--- src/rtl/wb_pkg.sv ---
// Shared types and defaults for the pipelined Wishbone master.
package wb_pkg;
  localparam int WB_MAX_OUTSTANDING = 4;
  localparam int WB_TIMEOUT_CYCLES  = 255;

  typedef struct packed {
    logic        we;
    logic [31:0] addr;
    logic [3:0]  sel;
    logic [31:0] wdata;
  } wb_req_t;

  typedef struct packed {
    logic [31:0] rdata;
    logic        err;
  } wb_rsp_t;

  typedef enum logic [1:0] {IDLE, ACTIVE, FLUSH} wb_mst_state_t;
endpackage

--- src/rtl/wishbone_if.sv ---
// Pipelined (B4) Wishbone bus bundle with master and slave views.
interface wishbone_if;
  logic        cyc;
  logic        stb;
  logic        we;
  logic        lock;
  logic [31:0] addr;
  logic [3:0]  sel;
  logic [31:0] wdata;
  logic [31:0] rdata;
  logic        ack;
  logic        err;
  logic        rty;
  logic        stall;

  modport MASTER (output cyc, stb, we, lock, addr, sel, wdata,
                  input  rdata, ack, err, rty, stall);
  modport SLAVE  (input  cyc, stb, we, lock, addr, sel, wdata,
                  output rdata, ack, err, rty, stall);
endinterface

--- src/rtl/wb_pipelined_master.sv ---
// Valid/ready request channel to pipelined Wishbone master with in-order responses.
// Define WB_TIMEOUT_EN to add the bus timeout timer and FLUSH recovery.
module wb_pipelined_master
  import wb_pkg::*;
#(
  parameter int MAX_OUTSTANDING = WB_MAX_OUTSTANDING
`ifdef WB_TIMEOUT_EN
  , parameter int TIMEOUT_CYCLES = WB_TIMEOUT_CYCLES
`endif
) (
  input  logic        clk_i,
  input  logic        rstn_i,
  input  logic        req_valid_i,
  output logic        req_ready_o,
  input  logic        req_we_i,
  input  logic [31:0] req_addr_i,
  input  logic [3:0]  req_sel_i,
  input  logic [31:0] req_wdata_i,
  output logic        rsp_valid_o,
  output logic [31:0] rsp_rdata_o,
  output logic        rsp_err_o,
  wishbone_if.MASTER  wb_if
);
  localparam int CW = $clog2(MAX_OUTSTANDING + 1);
  localparam logic [CW-1:0] MAX_CNT = CW'(MAX_OUTSTANDING);

  wb_mst_state_t    state, state_next;
  wb_req_t          req_q;
  wb_rsp_t          rsp_q;
  logic             stb_q, stb_next, rsp_vld_q;
  logic [CW-1:0]    cnt, cnt_next;
  logic [2**CW-1:0] pend_we, pend_we_next;
  logic             flush, timeout, term, push, pop;

`ifdef WB_TIMEOUT_EN
  localparam int TW = $clog2(TIMEOUT_CYCLES + 1);
  logic [TW-1:0] timer;

  assign flush   = (state == FLUSH);
  assign timeout = (state == ACTIVE) && (cnt != '0) && !term && (timer == TW'(TIMEOUT_CYCLES - 1));

  always_ff @(posedge clk_i or negedge rstn_i) begin
    if (!rstn_i)                                   timer <= '0;
    else if (cnt == '0 || term || state != ACTIVE) timer <= '0;
    else                                           timer <= timer + 1'b1;
  end
`else
  assign flush   = 1'b0;
  assign timeout = 1'b0;
`endif

  // Terminations with nothing outstanding are not ours and are dropped.
  assign term        = (wb_if.ack | wb_if.err | wb_if.rty) && (cnt != '0) && !flush;
  assign req_ready_o = (!stb_q || !wb_if.stall) && (cnt < MAX_CNT) && !flush;
  assign push        = req_valid_i && req_ready_o;
  assign pop         = term || (flush && cnt != '0);
  assign stb_next    = push ? 1'b1 : (!flush && stb_q && wb_if.stall);

  // pend_we[0] is the direction of the oldest outstanding transaction.
  always_comb begin
    cnt_next     = cnt;
    pend_we_next = pend_we;
    if (pop) pend_we_next = pend_we >> 1;
    if (push && !pop) begin
      cnt_next              = cnt + 1'b1;
      pend_we_next[cnt]     = req_we_i;
    end else if (push && pop) begin
      pend_we_next[cnt - 1'b1] = req_we_i;
    end else if (pop) begin
      cnt_next = cnt - 1'b1;
    end
  end

  always_comb begin
    state_next = state;
    unique case (state)
      IDLE:    if (push) state_next = ACTIVE;
      ACTIVE: begin
        if (timeout)                              state_next = FLUSH;
        else if (cnt_next == '0 && !stb_next)     state_next = IDLE;
      end
`ifdef WB_TIMEOUT_EN
      FLUSH:   if (cnt_next == '0) state_next = IDLE;
`endif
      default: state_next = IDLE;
    endcase
  end

  always_ff @(posedge clk_i or negedge rstn_i) begin
    if (!rstn_i) state <= IDLE;
    else         state <= state_next;
  end

  always_ff @(posedge clk_i or negedge rstn_i) begin
    if (!rstn_i) begin
      stb_q   <= 1'b0;
      req_q   <= '0;
      cnt     <= '0;
      pend_we <= '0;
    end else begin
      stb_q   <= stb_next;
      cnt     <= cnt_next;
      pend_we <= pend_we_next;
      if (push) req_q <= '{we: req_we_i, addr: req_addr_i, sel: req_sel_i, wdata: req_wdata_i};
    end
  end

  always_ff @(posedge clk_i or negedge rstn_i) begin
    if (!rstn_i) begin
      rsp_vld_q <= 1'b0;
      rsp_q     <= '0;
    end else begin
      rsp_vld_q <= pop;
      if (pop) begin
        rsp_q.err   <= flush | wb_if.err | wb_if.rty;
        rsp_q.rdata <= (!flush && wb_if.ack && !pend_we[0]) ? wb_if.rdata : '0;
      end
    end
  end

  assign wb_if.cyc   = (stb_q || cnt != '0) && !flush;
  assign wb_if.stb   = stb_q && !flush;
  assign wb_if.we    = req_q.we;
  assign wb_if.addr  = req_q.addr;
  assign wb_if.sel   = req_q.sel;
  assign wb_if.wdata = req_q.wdata;
  assign wb_if.lock  = 1'b0;

  assign rsp_valid_o = rsp_vld_q;
  assign rsp_rdata_o = rsp_q.rdata;
  assign rsp_err_o   = rsp_q.err;
endmodule

--- src/flat_wrapper.sv ---
// flat-port wrapper written by rule: the top's interface ports become plain ports
module wb_pipelined_master_flat import wb_pkg::*;
#(
  parameter int MAX_OUTSTANDING = WB_MAX_OUTSTANDING

)
  (clk_i, rstn_i, req_valid_i, req_ready_o, req_we_i, req_addr_i, req_sel_i, req_wdata_i, rsp_valid_o, rsp_rdata_o, rsp_err_o, wb_if_cyc, wb_if_stb, wb_if_we, wb_if_lock, wb_if_addr, wb_if_sel, wb_if_wdata, wb_if_rdata, wb_if_ack, wb_if_err, wb_if_rty, wb_if_stall);
  wishbone_if wb_if_i ();
  input  logic clk_i;
  input  logic rstn_i;
  input  logic req_valid_i;
  output logic req_ready_o;
  input  logic req_we_i;
  input  logic [31:0] req_addr_i;
  input  logic [3:0] req_sel_i;
  input  logic [31:0] req_wdata_i;
  output logic rsp_valid_o;
  output logic [31:0] rsp_rdata_o;
  output logic rsp_err_o;
  output wire logic [$bits(wb_if_i.cyc)-1:0] wb_if_cyc;
  output wire logic [$bits(wb_if_i.stb)-1:0] wb_if_stb;
  output wire logic [$bits(wb_if_i.we)-1:0] wb_if_we;
  output wire logic [$bits(wb_if_i.lock)-1:0] wb_if_lock;
  output wire logic [$bits(wb_if_i.addr)-1:0] wb_if_addr;
  output wire logic [$bits(wb_if_i.sel)-1:0] wb_if_sel;
  output wire logic [$bits(wb_if_i.wdata)-1:0] wb_if_wdata;
  input wire logic [$bits(wb_if_i.rdata)-1:0] wb_if_rdata;
  input wire logic [$bits(wb_if_i.ack)-1:0] wb_if_ack;
  input wire logic [$bits(wb_if_i.err)-1:0] wb_if_err;
  input wire logic [$bits(wb_if_i.rty)-1:0] wb_if_rty;
  input wire logic [$bits(wb_if_i.stall)-1:0] wb_if_stall;
  assign wb_if_cyc = wb_if_i.cyc;
  assign wb_if_stb = wb_if_i.stb;
  assign wb_if_we = wb_if_i.we;
  assign wb_if_lock = wb_if_i.lock;
  assign wb_if_addr = wb_if_i.addr;
  assign wb_if_sel = wb_if_i.sel;
  assign wb_if_wdata = wb_if_i.wdata;
  assign wb_if_i.rdata = wb_if_rdata;
  assign wb_if_i.ack = wb_if_ack;
  assign wb_if_i.err = wb_if_err;
  assign wb_if_i.rty = wb_if_rty;
  assign wb_if_i.stall = wb_if_stall;
  wb_pipelined_master #(.MAX_OUTSTANDING(MAX_OUTSTANDING)) u_core (.clk_i(clk_i), .rstn_i(rstn_i), .req_valid_i(req_valid_i), .req_ready_o(req_ready_o), .req_we_i(req_we_i), .req_addr_i(req_addr_i), .req_sel_i(req_sel_i), .req_wdata_i(req_wdata_i), .rsp_valid_o(rsp_valid_o), .rsp_rdata_o(rsp_rdata_o), .rsp_err_o(rsp_err_o), .wb_if(wb_if_i));
endmodule
--- config.mk ---
export PLATFORM = sky130hd
export DESIGN_NAME = wb_pipelined_master_flat
export DESIGN_NICKNAME = d
export VERILOG_FILES = /design/src/rtl/wb_pkg.sv /design/src/rtl/wishbone_if.sv /design/src/rtl/wb_pipelined_master.sv /design/src/flat_wrapper.sv
export SDC_FILE = /design/constraint.sdc
export NUM_CORES = 1
export LEC_CHECK = 0
export CAP_MARGIN = 25
export CORE_MARGIN = 2
export CORE_UTILIZATION = 45
export DETAILED_ROUTE_END_ITERATION = 16
export PLACE_DENSITY = 0.89
export SETUP_SLACK_MARGIN = 0.4
export SYNTH_ARGS = -nofsm -noshare
export SYNTH_HDL_FRONTEND = slang
export SYNTH_SLANG_ARGS = --single-unit
--- constraint.sdc ---
create_clock -name clk_i -period 4.35 [get_ports clk_i]
set_input_delay 0.87 -clock clk_i [delete_from_list [all_inputs] [get_ports clk_i]]
set_output_delay 0.87 -clock clk_i [all_outputs]
set_load 0.02 [all_outputs]
# [Word level (Yosys, flattened, before mapping)]
# Index checks and enable logic that the tools add are counted.
[word_totals] reg_bits=115 latch_bits=0 mem_bits_rw=0 rom_bits=0 in_bits=108 output_inout_bits=107 elab_cells=53 memories=0
[classes] addsub=2 mul=0 n_div=0 order_cmp=5 n_eq_ne=1 shifts=0 muxes=14 n_bitwise=3 reduce_logical=18
[op_table] op="$mux 32" n=1
[op_table] op="$mux 8" n=3
[op_table] op="$bwmux 8" n=2
[op_table] op="$logic_and 1x1->1" n=9
[op_table] op="$mux 3" n=3
[op_table] op="$lt 3x4->1 const B" n=2
[op_table] op="$demux 1 s3" n=2
[op_table] op="$ge 3x1->1 const B" n=2
[op_table] op="$logic_not 1->1" n=4
[op_table] op="$add 3x1->3 const B" n=1
[op_table] op="$lt 3x3->1 const B" n=1
[op_table] op="$mux 1" n=3
[op_table] op="$or 1x1->1" n=3
[op_table] op="$reduce_bool 3->1" n=1
[op_table] op="$sub 3x1->3 const B" n=1
[op_table] op="$logic_or 1x1->1" n=2
[op_table] op="$ne 2x1->1 const B" n=1
[op_table] op="$reduce_and 2->1" n=1
[op_table] op="$reduce_bool 2->1" n=1

# [Depth between registers and ports, before layout]
[depth] word_depth=8 mapped_depth=15 ltp_nobuf=10

# [Worst setup path before layout]
# No wires, ideal clock.
[synth_timing] path_type="in2reg" from="in wb_if_stall" to="reg u_core.pend_we[7]" setup_time_ns=0.130 arrival_ns=2.865 required_time_ns=4.220 path_slack_ns=1.355 path_stages=9 n_path_buf=1 cell_sequence="a21oi_1 > nand2_1 > inv_2 > buf_2 > ha_1 > nand2b_1 > or3_1 > o211ai_1 > o21ai_0"
[synth_via] elab_chain_cells=7 elab_cells_between_ends=8 classes_between="2 x mux; 6 x reduce/logical"
[synth_rtl] item="start: declaration" line_no="flat_wrapper.sv:31" rtl="input wire logic [$bits(wb_if_i.stall)-1:0] wb_if_stall;"
[synth_rtl] item="$logic_not 1->1 *" line_no="wb_pipelined_master.sv:54" rtl="assign req_ready_o = (!stb_q || !wb_if.stall) && (cnt < MAX_CNT) && !flush;"
[synth_rtl] item="$logic_or 1x1->1 *" line_no="wb_pipelined_master.sv:54"
[synth_rtl] item="$logic_and 1x1->1 *" line_no="wb_pipelined_master.sv:54"
[synth_rtl] item="$logic_and 1x1->1 *" line_no="wb_pipelined_master.sv:55" rtl="assign push = req_valid_i && req_ready_o;"
[synth_rtl] item="$logic_and 1x1->1" line_no="wb_pipelined_master.sv:67" rtl="end else if (push && pop) begin"
[synth_rtl] item="$mux 8" line_no="wb_pipelined_master.sv:67"
[synth_rtl] item="$mux 8 *" line_no="wb_pipelined_master.sv:64" rtl="if (push && !pop) begin"
[synth_rtl] item="via u_core.pend_we_next[7]" line_no="wb_pipelined_master.sv:32" rtl="logic [2**CW-1:0] pend_we, pend_we_next;"
[synth_rtl] item="end signal: assignment" line_no="wb_pipelined_master.sv:103" rtl="pend_we <= pend_we_next;"
[synth_rtl] item="end: declaration" line_no="wb_pipelined_master.sv:32"
# The timed path passes the listed nets; every way through them passes the cells marked *.
# A chain may end at the register's enable or synchronous reset.

# [Final worst setup path]
[layout_timing] from="reg u_core.cnt[0]" to="out wb_if_cyc"
[layout_via] elab_chain_cells=2
[layout_rtl] item="start: declaration" line_no="wb_pipelined_master.sv:31" rtl="logic [CW-1:0] cnt, cnt_next;"
[layout_rtl] item="start signal: assignment" line_no="wb_pipelined_master.sv:102" rtl="cnt <= cnt_next;"
[layout_rtl] item="$reduce_bool 3->1" line_no="wb_pipelined_master.sv:121" rtl="assign wb_if.cyc = (stb_q || cnt != '0) && !flush;"
[layout_rtl] item="$logic_or 1x1->1" line_no="wb_pipelined_master.sv:121"
[layout_rtl] item="end: declaration" line_no="flat_wrapper.sv:20" rtl="output wire logic [$bits(wb_if_i.cyc)-1:0] wb_if_cyc;"
# No other way between the ends.

==> impl_results.md <==
* Unique masters post-synth at 38
* Finished layout cell area at about 0.0076 sq mm
* Clock latency on the worst-skew pair at 0.51 ns
* R2R Path End: u_core.pend_we[7]
* Final Max Tran Viols at 0
* Crit-path max FO at 10
* Final hold viol count at 0
* Final setup violation count at 0
* Starting Density at 0.464
* Post-Route Setup TNS at 0 ns
* Sequential fraction of the synthesis area at 0.598
* DRT iter0 DRCs at 386
* Final WL at 13900 um
* Port bufs at 213
* Total track usage at 0.243
* Core footprint at 0.0104 sq mm
* DP Area at 0.00700 sq mm
* Power Dens Cells at about 760 mW/mm^2
* Util after Layout at 0.736
* Final critical-path required period at 3.33 ns
* Synth async-reset ratio at 1.00
* Root Driver: clkbuf_8
* DR vias/cell at ~5
* DRT antenna net count at 0
* Mapped Avg Cell Area at roughly 8.9 sq um
* Hold Crit Class: primary input to async pin
* Post-CTS Setup Inserts at 0
* R2R depth at 11
* DP HPWL at 9410 um
* Die area at 0.0115 sq mm
* 1st-pass router iterations at 5
* Clock transition at path regs at 0.06 ns
* Area grow syn2layout at 58.5%
* Leakage power at 3.68 nW
* Max VDD drop at 0.577 mV
* CTS tree: yes
* Placed insts at 863
* TritonCTS Buffers at 17
* Htree depth at 4
* Top_reg_cell synth: dfrtp_1
* Clk_skew at 0.00344 ns
* IO Pins at 215
* Final Total Pwr at 5.82 mW
* Post-synth EDFFs at 0
* First-pass GRT wire length at about 22000 um
* Layout cells sized above 1 at 0.0605
* Slowest CP cell: clkdlybuf4s50_1
* Rel. slew slack at 0.517
* Die Width at ~110 um
* Initial antenna violation count at 0
* Final WS setup at around 1 ns
* Clock sink total at 115
* Crit path DAT at 2.46 ns
* # rows at 37
* Worst Max-Slew Pin Slew at 0.724 ns
* Crit Path Class: flop to primary output
* Synth Register Bits at 115
* CP top delay family: buffers and inverters
* Worst path bufs/invs at 3
* Worst setup SP type: flop
* Crit path cell chain: inv_1 -> ha_1 -> nor2b_1 -> buf_4 -> nand2b_1 -> clkdlybuf4s50_1
* Fillers at 707
* CTS Hold Buffers Added at 0
* Worst path required time at 3.48 ns
* Post-CTS sizing at 0
* Drt wl/cell at 15.6 um
* Clk buf depth at 2
* RR Startpoint: u_core.cnt[0]
* Syn Nets at 652
* Max Cap Viol at 0
* Synthesized cell area at between 0.004 and 0.005 sq mm
* Top cell type by total area after synthesis: dfrtp_1
* Status: finished, final reports clean
* Leading post-synthesis cells by cell area: dfrtp_1 60%, nand2_1 22%, nand3_1 3.6%, buf_2 1.2%, ha_1 1.0%
* Fmax at 300 MHz
* # DRC at 0
* Fin nets at 859
* RSZ-0062 raised after global routing: no
* Vias at about 4600
* Finished Layout Cells at 896
* Crit-path max cell delay at 0.61 ns
* Grt ovf at 0
* Yosys warns at 0
* Min Hold Slack at 0.145 ns
* Setup crit end kind: primary output
* Largest net degree at the start of global routing at 79
* Reg2reg setup slack at 1.57 ns
* Synth top area share at 0.598
* N_diodes at 0
* Die Span Y at ~110 um
* Final period utilization at 0.766
* DP Worst Slack at roughly 1.2 ns
* Final GP Congestion at 0.846
* Number of global-route vias before repair at approximately 4600
* Syn Inst Count at 540
-- cell usage in the layout, fill, tap and decap left out, types with 3 or more instances in the layout --
cell type,count
nor2_1,5
a21oi_1,4
ha_1,4
clkinv_2,4
o22ai_1,5
o211ai_1,3
nor3b_1,4
o31ai_1,4
mux2i_1,3
nand2_1,278
o21ai_0,5
buf_4,6
bufinv_16,4
nand3_1,35
clkdlybuf4s50_1,212
clkbuf_16,16
inv_1,6
clkbuf_1,4
dfrtp_1,115
nor3_1,6
-- cell families (layout without fill, tap and decap cells) --
group / count (synthesis) / after routing / share of synthesized area
other cells: 1 / 1 / 0.000779
xor+xnor: 4 / 4 / 0.00728
flops: 115 / 115 / 0.598
fa+ha+maj: 4 / 4 / 0.0104
simple gates: 340 / 340 / 0.285
mux: 3 / 3 / 0.00624
buf+inv: 40 / 260 / 0.0418
compound gates: 33 / 33 / 0.0504
-- report_power, final --
part	leakage [nW]	internal (mW)	total [mW]	switching [mW]
sequential	1.45	1.52	1.80	0.283
combinational	1.94	1.13	2.61	1.48
clock	0.293	0.941	1.41	0.468
-- worst max path at each step --
stage / startpoint / endpoint / slack [ns] / cells past startpoint
after floorplan: wb_if_stall / u_core.pend_we[7] / 1.35 / 9
after global placement: wb_if_stall / req_ready_o / 1.23 / 3
after detailed placement: wb_if_stall / req_ready_o / 1.21 / 3
after CTS: u_core.cnt[0] / wb_if_cyc / 1.01 / 6
after global routing: u_core.cnt[0] / wb_if_cyc / 0.93 / 6
final: u_core.cnt[0] / wb_if_cyc / 1.02 / 6
-- final cells by class --
type,count,area [sq um],share of cell area
Clock inverter,10,156,0.0205
Tap cell,136,170,0.0223
Inverter,8,32.5,0.00426
Multi-Input combinational cell,385,1740,0.228
Timing Repair Buffer,220,2210,0.290
Sequential cell,115,2880,0.377
Clock buffer,22,443,0.0581
-- sequential cells by signal, indices dropped and copies added, names as in the netlist --
signal / count
u_core.wb_if.stb: 1
u_core.rsp_err_o: 1
u_core.rsp_valid_o: 1
u_core.wb_if.wdata: 32
u_core.rsp_rdata_o: 32
u_core.cnt: 3
u_core.pend_we: 8
u_core.wb_if.we: 1
u_core.wb_if.sel: 4
u_core.wb_if.addr: 32
-- metal layers --
metal	track usage	vias up	part of all wire
met4	0.0998	0	0.024
met2	0.430	220	0.52
li1	-	2138	-
met3	0.0636	35	0.073
met1	0.280	2218	0.38
met5	0	-	0
-- worst reg2reg max path, cell delays in order (launching register included) --
cell	delay (ns)
dfrtp_1	0.51
inv_1	0.19
ha_1	0.24
nor2b_1	0.13
buf_4	0.20
or2_1	0.25
inv_1	0.06
ha_1	0.21
nand2b_1	0.17
or3_1	0.40
o211ai_1	0.15
o21ai_0	0.14
-- synthesized netlist by cell type, types with 2 or more instances --
cell        n
inv_1       6
xnor2_1     2
o21ai_0     5
a211oi_1    2
xor2_1      2
buf_6       2
buf_2      12
a31oi_1     2
mux2i_1     3
o211ai_1    3
nand2b_1    2
nor3_1      6
clkbuf_1   13
o22ai_1     5
o31ai_1     4
nor3b_1     4
o221a_2     2
buf_4       5
ha_1        4
o41ai_1     2
nand2_1   279
nand3_1    35
nor2_1      6
dfrtp_1   115
or3_1       2
a211oi_2    2
a21oi_1     4
No activity file was read; power rests on OpenSTA's default activity.
